==> config.mk <==
export PLATFORM = sky130hd
export DESIGN_NAME = ro_puf_ctrl
export DESIGN_NICKNAME = d
export VERILOG_FILES = /design/src/rtl/ro_puf_ctrl.sv
export SDC_FILE = /design/constraint.sdc
export NUM_CORES = 1
export LEC_CHECK = 0
export ABC_AREA = 1
export BUFFER_PORTS_ARGS = -buffer_cell sky130_fd_sc_hd__buf_2
export CAP_MARGIN = 20
export CORE_UTILIZATION = 60
export DETAILED_ROUTE_END_ITERATION = 8
export PLACE_DENSITY_LB_ADDON = 0.3
export SLEW_MARGIN = 20
export SYNTH_ARGS = -nofsm -noshare
export SYNTH_HDL_FRONTEND = slang
export SYNTH_SLANG_ARGS = --single-unit
==> constraint.sdc <==
create_clock -name clk -period 3.8 [get_ports clk]
set_clock_uncertainty 0.2 [all_clocks]
set_input_delay 0.19 -clock clk [delete_from_list [all_inputs] [get_ports clk]]
set_output_delay 0.19 -clock clk [all_outputs]
set_load 0.01 [all_outputs]
==> src/rtl/ro_puf_ctrl.sv <==
// RO-PUF measurement sequencer: enables an RO pair, counts synchronized rising
// edges of both LATCH_OUTs over a fixed window and returns the comparison bit.
module ro_puf_ctrl #(
   parameter int unsigned N_RO   = 16,
   parameter int unsigned IDX_W  = 4,
   parameter int unsigned CNT_W  = 16,
   parameter int unsigned WINDOW = 1024,
   parameter int unsigned SETTLE = 4
) (
   input  logic              clk,
   input  logic              rst,
   input  logic              start,
   input  logic [IDX_W-1:0]  idx_a,
   input  logic [IDX_W-1:0]  idx_b,
   input  logic [1:0]        cfg,
   input  logic              ro_in_a,
   input  logic              ro_in_b,
   output logic [N_RO-1:0]   ro_en,
   output logic              ro_sel,
   output logic              ro_bx,
   output logic              busy,
   output logic              resp_valid,
   output logic              response,
   output logic              tie,
   output logic              err,
   output logic [CNT_W-1:0]  cnt_a,
   output logic [CNT_W-1:0]  cnt_b
);

   localparam int unsigned TMR_MAX = (WINDOW > SETTLE) ? WINDOW : SETTLE;
   localparam int unsigned TMR_W   = $clog2(TMR_MAX) + 1;

   typedef enum logic [2:0] {
      S_IDLE,
      S_SETTLE,
      S_MEASURE,
      S_DRAIN,
      S_DONE
   } state_t;

   state_t            state;
   logic [TMR_W-1:0]  timer;
   logic [CNT_W-1:0]  ctr_a;
   logic [CNT_W-1:0]  ctr_b;
   logic [2:0]        sync_a;
   logic [2:0]        sync_b;
   logic              rise_a_c;
   logic              rise_b_c;
   logic              illegal_c;
   logic [N_RO-1:0]   en_mask_c;

   // sync_x[1] is the second synchronizer stage, sync_x[2] the edge-detect delay
   assign rise_a_c  = sync_a[1] & ~sync_a[2];
   assign rise_b_c  = sync_b[1] & ~sync_b[2];
   assign illegal_c = (idx_a == idx_b) || (32'(idx_a) >= N_RO) || (32'(idx_b) >= N_RO);

   always_comb begin
      en_mask_c = '0;
      for (int unsigned i = 0; i < N_RO; i++) begin
         en_mask_c[i] = (IDX_W'(i) == idx_a) || (IDX_W'(i) == idx_b);
      end
   end

   always_ff @(posedge clk) begin
      if (rst) begin
         state      <= S_IDLE;
         timer      <= '0;
         ctr_a      <= '0;
         ctr_b      <= '0;
         sync_a     <= '0;
         sync_b     <= '0;
         ro_en      <= '0;
         ro_sel     <= 1'b0;
         ro_bx      <= 1'b0;
         busy       <= 1'b0;
         resp_valid <= 1'b0;
         response   <= 1'b0;
         tie        <= 1'b0;
         err        <= 1'b0;
         cnt_a      <= '0;
         cnt_b      <= '0;
      end else begin
         sync_a     <= {sync_a[1:0], ro_in_a};
         sync_b     <= {sync_b[1:0], ro_in_b};
         err        <= 1'b0;
         resp_valid <= 1'b0;
         case (state)
            S_IDLE: begin
               if (start) begin
                  if (illegal_c) begin
                     err <= 1'b1;
                  end else begin
                     state  <= S_SETTLE;
                     busy   <= 1'b1;
                     timer  <= '0;
                     ctr_a  <= '0;
                     ctr_b  <= '0;
                     ro_en  <= en_mask_c;
                     ro_sel <= cfg[0];
                     ro_bx  <= cfg[1];
                  end
               end
            end
            S_SETTLE: begin
               if (timer == TMR_W'(SETTLE - 1)) begin
                  timer <= '0;
                  state <= S_MEASURE;
               end else begin
                  timer <= timer + TMR_W'(1);
               end
            end
            S_MEASURE: begin
               // Counters saturate instead of wrapping so the compare stays meaningful
               if (rise_a_c && (ctr_a != '1)) ctr_a <= ctr_a + CNT_W'(1);
               if (rise_b_c && (ctr_b != '1)) ctr_b <= ctr_b + CNT_W'(1);
               if (timer == TMR_W'(WINDOW - 1)) begin
                  timer <= '0;
                  ro_en <= '0;
                  state <= S_DRAIN;
               end else begin
                  timer <= timer + TMR_W'(1);
               end
            end
            S_DRAIN: begin
               if (timer == TMR_W'(1)) begin
                  timer      <= '0;
                  state      <= S_DONE;
                  resp_valid <= 1'b1;
                  response   <= (ctr_a > ctr_b);
                  tie        <= (ctr_a == ctr_b);
                  cnt_a      <= ctr_a;
                  cnt_b      <= ctr_b;
               end else begin
                  timer <= timer + TMR_W'(1);
               end
            end
            S_DONE: begin
               state <= S_IDLE;
               busy  <= 1'b0;
            end
            default: begin
               state <= S_IDLE;
               busy  <= 1'b0;
               ro_en <= '0;
            end
         endcase
      end
   end

endmodule

==> impl_results.md <==
- Max VDD drop: 0.2614 mV
- Hold WC Path Type: input port to flip-flop
- Antenna-violating nets left: 0
- Multi-input gate area: 3179 µm²
- CP Capture Type: flip-flop
- IO Count: 70
- Vias in the first global route: 5,171
- Pre-antenna DRT Iters: 5
- Unrepaired setup endpoints after global routing: false
- CP Launch Point: state[1]
- Commonest non-fill, non-tap cell in the layout: nand2_1
- Mapped cell area: 5866 µm²
- Fin util: 68.80%
- Via count: 5,800
- Crit Reg-Reg Startpoint: state[1]
- Layout fillers: 900
- Die Width: 100.9 µm
- Synth top area cells: dfxtp_1 37%, nand2_1 16%, nor2_1 11%
- Die footprint: 10,180 µm²
- Ys async rst share: 0%
- Row count: 35
- Initial Utilization: 62.59%
- CTS root buf: clkbuf_8
- Overall routing resource usage: 28.52%
- ANT cells: 0
- Top cell type's share of synthesized area: 36.52%
- Core area: 9371 µm²
- First-pass GRT wire length: 23,250 µm
- Count of flip-flops with a built-in enable after synthesis: 0
- Result of the run: completed
- Layout cells sized above 1: 11.11%
- Setup bufs post-CTS: 0
- Initial antenna violation count: 0
- WL per Instance: 12.59 µm
- Syn Nets: 943
- GP Congestion: 0.9468
- Slew Viols, Final: 0
- Maximum capacitance violations: 0
- Total CTS buffers: 9
- CTS tree: yes
- P_leak: 0.002984 µW
- Total gr overflow: 0
- Post-Route WL: 13,860 µm
- Seq/Total Area, Yosys: 36.52%
- Port bufs: 69
- Min-delay src: idx_a[0]
- Post-synth top area cell: dfxtp_1
- Power Dens Cells: 489.5 nW/µm²
- Dpl cell area: 6226 µm²
- 1st-iter DRT viols: 275
- Cells after Synth: 908
- Htree depth: 3
- Upper clock frequency limit: 387.1 MHz
- Most frequent cells in the layout: 253 x nand2_1, 174 x nor2_1, 107 x dfxtp_1, 94 x inv_1, 69 x buf_2
- Syn avg cell area: 6.460 µm²
- CTS Buffer Depth: 2
- CP Max Fanout: 12
- Clk Latency, worst-skew pair: 0.37 ns
- Ratio of final minimum period to clock period: 67.99%
- Number of synthesized register bits: 107
- Critical path class: flip-flop to flip-flop
- Worst EP arrival: 2.70 ns
- # setup viols final: 0
- DP HPWL: 9912 µm
- Startpoint Class: flip-flop
- Largest net degree at the start of global routing: 50
- Worst-path clk slew: 0.10 ns
- Via-per-instance ratio: 5.268
- Clk sinks: 107
- Worst Tran Pin Value: 0.7946 ns
- Primary FF master, synth: dfxtp_1
- Synthesis-to-layout area growth: 9.919%
- Die Height: 100.9 µm
- Post-route setup TNS: 0 ns
- Nets: 1,002
- Worst relative slew slack: 46.62%
- Worst path required time: 3.92 ns
- Register Area: 2142 µm²
- Min Tclk post-route: 2.583 ns
- Synth cell types: 34
- Yosys warns: 0
- Finished layout cell area: 6447 µm²
- Final Hold Fails: 0
- Post-route DRC: 0
## flip-flops by register name, summed over array words and instances, names as in the netlist
signal and cells:
ctr_b 16, ro_bx 1, state 3, cnt_b 16
ctr_a 16, sync_a 3, tie 1, resp_valid 1
sync_b 3, ro_en 16, busy 1, ro_sel 1
timer 11, cnt_a 16, response 1, err 1
## cells in the mapped netlist (all sizes together) (2+ instances only)
master	instances
o21ai	45
o21bai	2
xor2	16
o22ai	16
nand4	9
a21oi	58
buf	17
o2111ai	2
nor3b	3
nor2	181
dfxtp	107
nand3	43
clkbuf	12
nor3	9
nand2	255
ha	20
o21a	2
inv	100
and2	5
xnor2	2
## worst max-delay path, cell delays in order, from the launching register on
cell     delay (ns)
dfxtp_1        0.46
inv_2          0.11
nor2_1         0.62
nand2_1        0.22
nand3_2        0.26
nand2_1        0.30
inv_1          0.24
nand2_1        0.08
nand2_1        0.05
## power breakdown
| part | switching, µW | internal [µW] | leakage [µW] |
|---|---|---|---|
| registers | 108 | 1250 | 0.000867 |
| logic | 838 | 327 | 0.00204 |
| clock network | 396 | 242 | 0.0000757 |
## routing by layer
layer | up-vias | global-route usage, % | share of wire, %
met5 | - | 0 | 0
met2 | 158 | 50.63 | 48
met4 | 0 | 8.919 | 1.3
met1 | 2648 | 34.85 | 46
li1 | 2978 | - | -
met3 | 16 | 5.340 | 4.7
## what timing repair did
| item | 4_1_cts | 5_1_grt |
|---|---|---|
| setup endpoints to repair | 0 | 0 |
| hold buffers | 5 | 0 |
| resized for setup | 0 | 0 |
| endpoints found under the hold margin | 6 | 0 |
## path summary, 6_finish.rpt
| check | slack, ns | end | depth (start not counted) |
|---|---|---|---|
| hold / removal | 0.07 | err | 6 |
| setup reg to reg | 1.22 | ro_en[5] | 8 |
| hold reg to reg | 0.20 | sync_a[1] | 2 |
| setup / recovery | 1.22 | ro_en[5] | 8 |
## stage by stage
| step | hold WS, ns | total power, µW | cells | worst slack (ns) |
|---|---|---|---|---|
| after CTS | 0.06222 | 3163 | 1101 | 1.240 |
| after floorplan | 0.09697 | 2293 | 908 | 1.894 |
| after global placement | 0.1919 | 2508 | 1080 | 1.345 |
| after global routing | 0.09662 | 3381 | 1101 | 1.009 |
| after detailed placement | 0.1940 | 2525 | 1080 | 1.271 |
| final | 0.07127 | 3156 | 1101 | 1.217 |
## cells by family (layout without fill, tap and decap cells)
group,count (synthesis),after routing,share of synthesized area (%)
xor gates and xnor gates,18,18,2.688
buffers and inverters,129,193,9.279
AOI/OAI and AO/OA,127,127,11.60
DFF,107,107,36.52
adders and majority gates,20,20,4.266
and+or+nand+nor,507,507,35.64
## area by class of cell
type / instances / area share [%]
repair buffers: 77 / 6.482
multi-input cells: 672 / 49.31
flip-flops and latches: 107 / 33.22
clock inverters: 5 / 0.6210
inverters: 100 / 5.822
well taps: 129 / 2.503
clock buffers: 11 / 2.038
Power figures use the tool's default switching activity.
